### src/rtl/cpu_ctrl_pkg.sv
// Shared encodings for the multi-cycle CPU control path: sequencer states,
// decoded instruction classes, opcode/ext field values and mux selects.
package cpu_ctrl_pkg;

    typedef enum logic [2:0] {
        ST_IDLE   = 3'd0,
        ST_FETCH  = 3'd1,
        ST_DECODE = 3'd2,
        ST_EXEC   = 3'd3,
        ST_MEM    = 3'd4,
        ST_WB     = 3'd5,
        ST_HALT   = 3'd6,
        ST_FAULT  = 3'd7
    } state_e;

    typedef enum logic [2:0] {
        CL_ALU_R = 3'd0,
        CL_ALU_I = 3'd1,
        CL_LOAD  = 3'd2,
        CL_STOR  = 3'd3,
        CL_BCOND = 3'd4,
        CL_JCOND = 3'd5,
        CL_JAL   = 3'd6,
        CL_HALT  = 3'd7
    } instr_class_e;

    localparam logic [3:0] OP_ALU_R  = 4'b0000;
    localparam logic [3:0] OP_EXT    = 4'b0100;
    localparam logic [3:0] OP_BCOND  = 4'b1100;

    localparam logic [3:0] EXT_LOAD  = 4'b0000;
    localparam logic [3:0] EXT_STOR  = 4'b0100;
    localparam logic [3:0] EXT_JCOND = 4'b1100;
    localparam logic [3:0] EXT_JAL   = 4'b1000;

    localparam logic [1:0] PC_SEL_INC  = 2'd0;
    localparam logic [1:0] PC_SEL_DISP = 2'd1;
    localparam logic [1:0] PC_SEL_REG  = 2'd2;

    localparam logic [1:0] WB_SEL_ALU  = 2'd0;
    localparam logic [1:0] WB_SEL_MEM  = 2'd1;
    localparam logic [1:0] WB_SEL_LINK = 2'd2;

endpackage

### src/rtl/instr_seq_ctrl_if.sv
// Signal bundle between the sequencer and the memory interface, IR, PC mux
// and register-file write port. The sequencer side is the master.
interface instr_seq_ctrl_if;

    logic        run;
    logic        mem_ready;
    logic [15:0] ir;
    logic        flag_cond;

    logic        ir_wen;
    logic        pc_en;
    logic [1:0]  pc_sel;
    logic        mem_ren;
    logic        mem_wen;
    logic        addr_sel;
    logic        rf_wen;
    logic [1:0]  wb_sel;
    logic        halted;
    logic        fault;
    logic [15:0] instr_count;
    logic [2:0]  state_dbg;

    modport master (
        input  run, mem_ready, ir, flag_cond,
        output ir_wen, pc_en, pc_sel, mem_ren, mem_wen, addr_sel,
               rf_wen, wb_sel, halted, fault, instr_count, state_dbg
    );

    modport slave (
        output run, mem_ready, ir, flag_cond,
        input  ir_wen, pc_en, pc_sel, mem_ren, mem_wen, addr_sel,
               rf_wen, wb_sel, halted, fault, instr_count, state_dbg
    );

endinterface

### src/rtl/instr_class_dec.sv
// Combinational instruction classifier from the opcode and ext fields of the
// IR; shared by the sequencer and the condition evaluator.
module instr_class_dec
    import cpu_ctrl_pkg::*;
#(
    parameter logic [3:0] HALT_OP = 4'b1110
) (
    input  logic [3:0]   op_i,
    input  logic [3:0]   ext_i,
    output instr_class_e class_o
);

    // NOTE: every combinational output gets a default first so no path leaves it unassigned (no latch).
    always_comb begin
        class_o = CL_ALU_I;
        if (op_i == HALT_OP) begin
            class_o = CL_HALT;
        end else if (op_i == OP_ALU_R) begin
            class_o = CL_ALU_R;
        end else if (op_i == OP_EXT) begin
            case (ext_i)
                EXT_LOAD:  class_o = CL_LOAD;
                EXT_STOR:  class_o = CL_STOR;
                EXT_JCOND: class_o = CL_JCOND;
                EXT_JAL:   class_o = CL_JAL;
                default:   class_o = CL_ALU_R;
            endcase
        end else if (op_i == OP_BCOND) begin
            class_o = CL_BCOND;
        end
    end

endmodule

### src/rtl/instr_seq_ctrl.sv
// Multi-cycle fetch/decode/execute/memory/writeback sequencer for the 16-bit
// CPU; sole driver of the IR, PC, memory-strobe and register-file enables.
module instr_seq_ctrl
    import cpu_ctrl_pkg::*;
#(
    parameter int unsigned MEM_WAIT_MAX = 15,
    parameter logic [3:0]  HALT_OP      = 4'b1110
) (
    input  logic             clk,
    input  logic             reset,
    instr_seq_ctrl_if.master bus
);

    localparam logic [7:0] WAIT_LIMIT = 8'(MEM_WAIT_MAX);

    state_e       state_q, state_d;
    logic [7:0]   wait_q, wait_d;
    logic [15:0]  count_q;
    instr_class_e iclass;

    logic        ir_wen, pc_en, mem_ren, mem_wen, addr_sel, rf_wen, halted, fault;
    logic [1:0]  pc_sel, wb_sel;
    logic        waiting, timeout;
    logic [7:0]  wait_inc;

    instr_class_dec #(
        .HALT_OP (HALT_OP)
    ) u_class_dec (
        .op_i    (bus.ir[15:12]),
        .ext_i   (bus.ir[7:4]),
        .class_o (iclass)
    );

    assign waiting  = (state_q == ST_FETCH) || (state_q == ST_MEM);
    assign wait_inc = wait_q + 8'd1;
    // A ready in the limit cycle completes the access instead of faulting.
    assign timeout  = !bus.mem_ready && (wait_inc == WAIT_LIMIT);
    assign wait_d   = (waiting && !bus.mem_ready) ? wait_inc : 8'd0;

    // NOTE: sequential state uses non-blocking assignments so all registers update together on the edge.
    always_ff @(posedge clk or negedge reset) begin
        if (!reset) begin
            state_q <= ST_IDLE;
            wait_q  <= 8'd0;
            count_q <= 16'd0;
        end else begin
            state_q <= state_d;
            wait_q  <= wait_d;
            count_q <= count_q + 16'(pc_en);
        end
    end

    always_comb begin
        state_d = state_q;
        case (state_q)
            ST_IDLE:   if (bus.run) state_d = ST_FETCH;
            ST_FETCH: begin
                if (bus.mem_ready) state_d = ST_DECODE;
                else if (timeout)  state_d = ST_FAULT;
            end
            ST_DECODE: begin
                case (iclass)
                    CL_HALT:          state_d = ST_HALT;
                    CL_LOAD, CL_STOR: state_d = ST_MEM;
                    default:          state_d = ST_EXEC;
                endcase
            end
            ST_EXEC:   state_d = ST_FETCH;
            ST_MEM: begin
                if (bus.mem_ready) state_d = (iclass == CL_LOAD) ? ST_WB : ST_FETCH;
                else if (timeout)  state_d = ST_FAULT;
            end
            ST_WB:     state_d = ST_FETCH;
            ST_HALT:   state_d = ST_HALT;
            ST_FAULT:  state_d = ST_FAULT;
            default:   state_d = ST_IDLE;
        endcase
    end

    always_comb begin
        ir_wen   = 1'b0;
        pc_en    = 1'b0;
        pc_sel   = PC_SEL_INC;
        mem_ren  = 1'b0;
        mem_wen  = 1'b0;
        addr_sel = 1'b0;
        rf_wen   = 1'b0;
        wb_sel   = WB_SEL_ALU;
        halted   = 1'b0;
        fault    = 1'b0;
        case (state_q)
            ST_FETCH: begin
                mem_ren = 1'b1;
                ir_wen  = bus.mem_ready;
            end
            ST_EXEC: begin
                pc_en = 1'b1;
                case (iclass)
                    CL_ALU_R, CL_ALU_I: rf_wen = 1'b1;
                    CL_BCOND: pc_sel = bus.flag_cond ? PC_SEL_DISP : PC_SEL_INC;
                    CL_JCOND: pc_sel = bus.flag_cond ? PC_SEL_REG : PC_SEL_INC;
                    CL_JAL: begin
                        rf_wen = 1'b1;
                        wb_sel = WB_SEL_LINK;
                        pc_sel = PC_SEL_REG;
                    end
                    default: ;
                endcase
            end
            ST_MEM: begin
                addr_sel = 1'b1;
                mem_ren  = (iclass == CL_LOAD);
                mem_wen  = (iclass == CL_STOR);
                pc_en    = bus.mem_ready && (iclass == CL_STOR);
            end
            ST_WB: begin
                rf_wen = 1'b1;
                wb_sel = WB_SEL_MEM;
                pc_en  = 1'b1;
            end
            ST_HALT:  halted = 1'b1;
            ST_FAULT: fault  = 1'b1;
            default: ;
        endcase
    end

    assign bus.ir_wen      = ir_wen;
    assign bus.pc_en       = pc_en;
    assign bus.pc_sel      = pc_sel;
    assign bus.mem_ren     = mem_ren;
    assign bus.mem_wen     = mem_wen;
    assign bus.addr_sel    = addr_sel;
    assign bus.rf_wen      = rf_wen;
    assign bus.wb_sel      = wb_sel;
    assign bus.halted      = halted;
    assign bus.fault       = fault;
    assign bus.instr_count = count_q;
    assign bus.state_dbg   = state_q;

endmodule

### src/flat_wrapper.sv
// flat-port wrapper written by rule: the top's interface ports become plain ports
module instr_seq_ctrl_flat import cpu_ctrl_pkg::*;
#(
    parameter int unsigned MEM_WAIT_MAX = 15,
    parameter logic [3:0]  HALT_OP      = 4'b1110
)
  (clk, reset, bus_run, bus_mem_ready, bus_ir, bus_flag_cond, bus_ir_wen, bus_pc_en, bus_pc_sel, bus_mem_ren, bus_mem_wen, bus_addr_sel, bus_rf_wen, bus_wb_sel, bus_halted, bus_fault, bus_instr_count, bus_state_dbg);
  instr_seq_ctrl_if bus_i ();
  input  logic clk;
  input  logic reset;
  input wire logic [$bits(bus_i.run)-1:0] bus_run;
  input wire logic [$bits(bus_i.mem_ready)-1:0] bus_mem_ready;
  input wire logic [$bits(bus_i.ir)-1:0] bus_ir;
  input wire logic [$bits(bus_i.flag_cond)-1:0] bus_flag_cond;
  output wire logic [$bits(bus_i.ir_wen)-1:0] bus_ir_wen;
  output wire logic [$bits(bus_i.pc_en)-1:0] bus_pc_en;
  output wire logic [$bits(bus_i.pc_sel)-1:0] bus_pc_sel;
  output wire logic [$bits(bus_i.mem_ren)-1:0] bus_mem_ren;
  output wire logic [$bits(bus_i.mem_wen)-1:0] bus_mem_wen;
  output wire logic [$bits(bus_i.addr_sel)-1:0] bus_addr_sel;
  output wire logic [$bits(bus_i.rf_wen)-1:0] bus_rf_wen;
  output wire logic [$bits(bus_i.wb_sel)-1:0] bus_wb_sel;
  output wire logic [$bits(bus_i.halted)-1:0] bus_halted;
  output wire logic [$bits(bus_i.fault)-1:0] bus_fault;
  output wire logic [$bits(bus_i.instr_count)-1:0] bus_instr_count;
  output wire logic [$bits(bus_i.state_dbg)-1:0] bus_state_dbg;
  assign bus_i.run = bus_run;
  assign bus_i.mem_ready = bus_mem_ready;
  assign bus_i.ir = bus_ir;
  assign bus_i.flag_cond = bus_flag_cond;
  assign bus_ir_wen = bus_i.ir_wen;
  assign bus_pc_en = bus_i.pc_en;
  assign bus_pc_sel = bus_i.pc_sel;
  assign bus_mem_ren = bus_i.mem_ren;
  assign bus_mem_wen = bus_i.mem_wen;
  assign bus_addr_sel = bus_i.addr_sel;
  assign bus_rf_wen = bus_i.rf_wen;
  assign bus_wb_sel = bus_i.wb_sel;
  assign bus_halted = bus_i.halted;
  assign bus_fault = bus_i.fault;
  assign bus_instr_count = bus_i.instr_count;
  assign bus_state_dbg = bus_i.state_dbg;
  instr_seq_ctrl #(.MEM_WAIT_MAX(MEM_WAIT_MAX), .HALT_OP(HALT_OP)) u_core (.clk(clk), .reset(reset), .bus(bus_i));
endmodule
### config.mk
export PLATFORM = sky130hd
export DESIGN_NAME = instr_seq_ctrl_flat
export DESIGN_NICKNAME = d
export VERILOG_FILES = /design/src/rtl/cpu_ctrl_pkg.sv /design/src/rtl/instr_seq_ctrl_if.sv /design/src/rtl/instr_class_dec.sv /design/src/rtl/instr_seq_ctrl.sv /design/src/flat_wrapper.sv
export SDC_FILE = /design/constraint.sdc
export NUM_CORES = 1
export LEC_CHECK = 0
export ABC_AREA = 1
export CORE_ASPECT_RATIO = 1.5
export CORE_MARGIN = 1
export CORE_UTILIZATION = 46
export DETAILED_ROUTE_END_ITERATION = 10
export PLACE_DENSITY = 0.8
export SLEW_MARGIN = 10
export SYNTH_ARGS = -nofsm -noshare
export SYNTH_HDL_FRONTEND = slang
export SYNTH_SLANG_ARGS = --single-unit
### constraint.sdc
create_clock -name clk -period 3.3 [get_ports clk]
set_clock_uncertainty 0.05 [all_clocks]
set_input_delay 0.66 -clock clk [delete_from_list [all_inputs] [get_ports clk]]
set_output_delay 0.66 -clock clk [all_outputs]
set_load 0.02 [all_outputs]
# Word-level counts from Yosys, hierarchy flattened
# Cells that the tools add are included.
dict set report word_totals {
  output_inout_bits 31
  wordCells 67
  regBits 27
  in_bits 21
}
dict set report classes {
  eq_ne 22
  muxes 28
  n_reduce_logical 12
  add_sub_neg 2
}
# op count
set ops {}
lappend ops {{$mux W3} 9}
lappend ops {{$eq A3 B3 Y1 const B} 8}
lappend ops {{$pmux W3 S7} 1}
lappend ops {{$add A16 B1 Y16} 1}
lappend ops {{$eq A4 B4 Y1 const B} 4}
lappend ops {{$eq A3 B2 Y1 const B} 4}
lappend ops {{$pmux W3 S4} 1}
lappend ops {{$add A8 B1 Y8 const B} 1}
lappend ops {{$eq A4 B3 Y1 const B} 2}
lappend ops {{$eq A8 B4 Y1 const B} 1}
lappend ops {{$logic_not A4 Y1} 2}
lappend ops {{$mux W8} 1}
lappend ops {{$mux W1} 7}
lappend ops {{$eq A3 B1 Y1 const B} 2}
lappend ops {{$logic_not A3 Y1} 2}
lappend ops {{$mux W2} 3}
lappend ops {{$pmux W1 S2} 3}
lappend ops {{$pmux W2 S3} 1}
lappend ops {{$pmux W3 S2} 1}
lappend ops {{$pmux W2 S2} 1}
lappend ops {{$reduce_or A2 Y1} 2}
lappend ops {{$logic_and A1 B1 Y1} 3}
lappend ops {{$reduce_or A3 Y1} 1}
lappend ops {{$ne A2 B2 Y1 const B} 1}
lappend ops {{2 further kinds} 2}

# Logic depth before layout (Yosys ltp)
dict set report logic_depth {
  depth_word 9
  ltp_mapped 18
  ltp_nobuf 18
}

# Cells and area by module
# A second synthesis with hierarchy kept.
dict set report unflattened {
  hier_cells 202
  area_unflattened_um2 1620.3
}
# module area_each_um2 seq_area_each_um2 instances cells_each
set modules_own_cells {}
lappend modules_own_cells {instr_seq_ctrl 1526.5 675.6 1 181}
lappend modules_own_cells {instr_class_dec 93.8 0.0 1 21}

# Worst setup path before layout
# No wires, ideal clock.
dict set report synth_timing {
  path_kind {reg2reg}
  start {register u_core.state_q[1] (netlist: u_core.bus.state_dbg[1])}
  end {register u_core.count_q[14] (netlist: u_core.bus.instr_count[14])}
  period_less_slack_ps 2978
  arrival_ps 2797
  required_time_ps 3119
  path_stages_with_launch 16
  n_path_buf 0
  setup_time_ps 131
  setup_slack_ps 322
  cell_sequence {dfrtp_1 > inv_2 > nand2_1 > nor2_4 > inv_2 > nor4_4 > nand2_1 > nand3_1 > ha_1 > ha_1 > nand2_1 > nor2_2 > nand4_1 > nor3_1 > nand2_1 > xnor2_1}
}
dict set report synth_between {
  elab_chain_len 4
  elab_cells_between_ends 6
  cone_classes {add/sub (1); eq/ne (3); mux (1); reduce/logical (1)}
}
# item line_no
set synth_rtl {}
lappend synth_rtl {{start, declared} instr_seq_ctrl.sv:16} ;# state_e state_q, state_d;
lappend synth_rtl {{start signal, assigned} instr_seq_ctrl.sv:47} ;# state_q <= state_d;
lappend synth_rtl {{$eq A3 B2 Y1 / $eq A3 B3 Y1 (equally long branches)} instr_seq_ctrl.sv:91} ;# case (state_q)
lappend synth_rtl {{$reduce_or A2 Y1 (no source line)} -}
lappend synth_rtl {{$pmux W1 S2 *} instr_seq_ctrl.sv:91}
lappend synth_rtl {{via bus_pc_en} flat_wrapper.sv:16} ;# output wire logic [$bits(bus_i.pc_en)-1:0] bus_pc_en;
lappend synth_rtl {{$add A16 B1 Y16 *} instr_seq_ctrl.sv:49} ;# count_q <= count_q + 16'(pc_en);
lappend synth_rtl {{end signal, assigned} instr_seq_ctrl.sv:49}
lappend synth_rtl {{end, declared} instr_seq_ctrl.sv:18} ;# logic [15:0] count_q;
# The timed path passes the listed nets; every way through them passes the cells marked *.
# A chain may end at the register's enable or synchronous reset.

# Worst setup path in the final report
dict set report layout_timing {
  start {input port bus_ir[12]}
  end {output port bus_mem_wen}
}
dict set report layout_between {
  elab_chain_len 7
  elab_cells_between_ends 10
  cone_classes {eq/ne (4); mux (5); reduce/logical (1)}
}
# item line_no
set layout_rtl {}
lappend layout_rtl {{start, declared} flat_wrapper.sv:13} ;# input wire logic [$bits(bus_i.ir)-1:0] bus_ir;
lappend layout_rtl {{$eq A4 B4 Y1} instr_class_dec.sv:28} ;# end else if (op_i == OP_BCOND) begin
lappend layout_rtl {{$mux W3} instr_class_dec.sv:28}
lappend layout_rtl {{$mux W3} instr_class_dec.sv:20} ;# end else if (op_i == OP_EXT) begin
lappend layout_rtl {{$mux W3} instr_class_dec.sv:18} ;# end else if (op_i == OP_ALU_R) begin
lappend layout_rtl {{$mux W3 *} instr_class_dec.sv:16} ;# if (op_i == HALT_OP) begin
lappend layout_rtl {{$eq A3 B2 Y1 *} instr_seq_ctrl.sv:113} ;# mem_wen = (iclass == CL_STOR);
lappend layout_rtl {{$mux W1 *} instr_seq_ctrl.sv:91}
lappend layout_rtl {{end, declared} flat_wrapper.sv:19} ;# output wire logic [$bits(bus_i.mem_wen)-1:0] bus_mem_wen;
# Mark *: on every way between the ends. The rest lies on a longest branch, timed or not.

==> impl_metrics.env <==
export IMPL_finalHoldViolations=0
export IMPL_drc=0
export IMPL_power_density_mw_per_mm2=255
export IMPL_slew_viol_final=0
export IMPL_post_route_worst_setup_slack_ns=0.169
export IMPL_hold_class="register to register"
export IMPL_die_w_um=50.4
export IMPL_layout_drive_gt1_share=0.141
export IMPL_finalCritPeriodShare=0.949
export IMPL_setup_viol=0
export IMPL_hpwl_um=2760
export IMPL_clock_sinks=27
export IMPL_cts_buffers=3
export IMPL_syn_cell_area_mm2=0.00162
export IMPL_dpl_worst_slack_ns=-0.0321
export IMPL_grt_max_degree=28
export IMPL_synth_top_area_cell="dfrtp_1"
export IMPL_ant_nets=0
export IMPL_diodes=0
export IMPL_worstSetupStartpointType="input pin"
export IMPL_design_area_mm2=0.00220
export IMPL_final_common_cell="nand2_1"
export IMPL_reg2reg_from="u_core.bus.state_dbg[0]"
export IMPL_clk_latency_ns=0.27
export IMPL_routed_wl_um=3620
export IMPL_drv_cap=0
export IMPL_die_h_um=74.6
export IMPL_crit_fanout=3
export IMPL_antenna_found_initial=0
export IMPL_cp_cell_sequence="clkdlybuf4s50_1 > nor2_1 > nand3_1 > nor4_4 > clkdlybuf4s50_1"
export IMPL_die_area_mm2=0.00376
export IMPL_status="completed"
export IMPL_cts_resized=2
export IMPL_clk_pin_slew_ns=0.09
export IMPL_tightest_slew_ns=0.395
export IMPL_yosysSeqAreaShare=0.418
export IMPL_cp_arrival_ns=2.42
export IMPL_path_class="input pin to output pin"
export IMPL_vias_per_cell=5.08
export IMPL_root_buffer="clkbuf_8"
export IMPL_hold_buffers=0
export IMPL_slowest_delay_ns=0.65
export IMPL_final_util=0.651
export IMPL_grt_pass1_wl_um=6000
export IMPL_gp_congestion=0.873
export IMPL_placed_cell_area_mm2=0.00212
export IMPL_first_pass_iters=4
export IMPL_cts_max_path_buffers=2
export IMPL_clock_fmax_ghz=0.319
export IMPL_cp_required_ns=2.59
export IMPL_io_buffers=43
export IMPL_fin_cells=298
export IMPL_syn_nets=231
export IMPL_ios=52
export IMPL_grtUsageTotal=0.208
export IMPL_wire_per_inst_um=12.2
export IMPL_dpl_cell_count=294
export IMPL_nets=282
export IMPL_yosys_top_cells_area="dfrtp_1 (42%), nand2_1 (12%), nor2_1 (5.8%)"
export IMPL_total_power_mw=0.562
export IMPL_p_leak_nw=1.11
export IMPL_cts_max_level=1
export IMPL_startpoint="bus_ir[12]"
export IMPL_cp_slowest_cell="clkdlybuf4s50_1"
export IMPL_synth_seq_cells=27
export IMPL_syn_avg_cell_area_um2=7.85
export IMPL_yosysUniqueCellTypes=26
export IMPL_ir_drop_uv=318
export IMPL_cts_tree="built"
export IMPL_relSlewSlack=0.737
export IMPL_period_needed_ns=3.13
export IMPL_synth_edf_count=0
export IMPL_ys_flop_type="dfrtp_1"
export IMPL_rows=26
export IMPL_async_reset_ff_frac=1.00
export IMPL_hp_start="u_core.bus.instr_count[10]"
export IMPL_ys_warn_count=0
export IMPL_synth_top_area_frac=0.418
export IMPL_layout_common_cells="nand2_1 (51), clkdlybuf4s50_1 (37), dfrtp_1 (27), inv_1 (23), nor2_1 (22)"
export IMPL_start_util=0.478
export IMPL_syn2layout_area_growth_pct=36.1
export IMPL_post_cts_setup_buffer_count=0
export IMPL_cp_end_kind="output pin"
export IMPL_drt_iter0_markers=22
export IMPL_grt_pass1_vias=1452
export IMPL_syn_inst=206
export IMPL_gr_total_overflow=0
export IMPL_dr_total_vias=1515
export IMPL_crit_path_frequent_cell="clkdlybuf4s50_1"
export IMPL_core_mm2=0.00338
worst paths after layout:
| kind | endpoint | slack, ns | depth (start not counted) |
|---|---|---|---|
| max | bus_mem_wen | 0.17 | 5 |
| max reg2reg | u_core.bus.instr_count[14] | 0.59 | 15 |
| min | u_core.bus.instr_count[10] | 0.45 | 1 |
| min in group asynchronous | u_core.wait_q[3] | 0.69 | 2 |
| min reg2reg | u_core.bus.instr_count[10] | 0.45 | 1 |
| max in group asynchronous | u_core.bus.state_dbg[1] | 2.25 | 2 |
cell type report:
cell class | instances | area [um^2]
clock buffer | 3 | 41.3
clock inverter | 1 | 5.00
fill | 304 | 1180
inverter | 29 | 109
multi-input combinational | 150 | 853
sequential | 27 | 676
tap | 42 | 52.6
timing repair buffer | 46 | 464
cell families after synthesis:
logic type      after synthesis  synth area share
fa+ha+maj                     4            0.0310
buf+inv                      29            0.0673
compound gates               16            0.0565
flops                        27             0.418
simple gates                117             0.357
xor+xnor                     13            0.0704
per-stage QoR:
stage	hold WS, ns	setup TNS (ns)
after floorplan	0.314	0
after global placement	0.429	-0.00843
after detailed placement	0.433	-0.0401
after CTS	0.459	0
after global routing	0.466	-0.00107
final	0.453	0
sequential cells by signal, summed over array words and instances, names as in the netlist:
signal / cells
u_core.wait_q: 8
u_core.bus.state_dbg: 3
u_core.bus.instr_count: 16
worst max-delay path, delay by kind of cell:
kind | cells | cell delay, ns
AND/OR/NAND/NOR | 3 | 0.65
buffers and inverters | 2 | 1.11
cells in the mapped netlist, types with 4 or more instances:
master   instances
nand4_1          6
nand3_1         12
nor2_1          25
inv_2            6
inv_1           23
ha_1             4
dfrtp_1         27
nand2_1         51
a21oi_1          9
nor3_1           4
nor2_2           5
xor2_1          10
power breakdown:
group          total, mW  switching [mW]  internal, mW
combinational     0.0486          0.0259        0.0227
clock              0.181          0.0963        0.0844
sequential         0.332         0.00125         0.331
layer usage:
metal,global-route usage,vias up,wire [um]
li1,-,755,-
met1,0.229,703,1470
met5,0,-,0
met4,0.0802,0,91
met3,0.0225,8,165
met2,0.401,49,1900
Note: power is estimated with default switching activity, not from simulation.
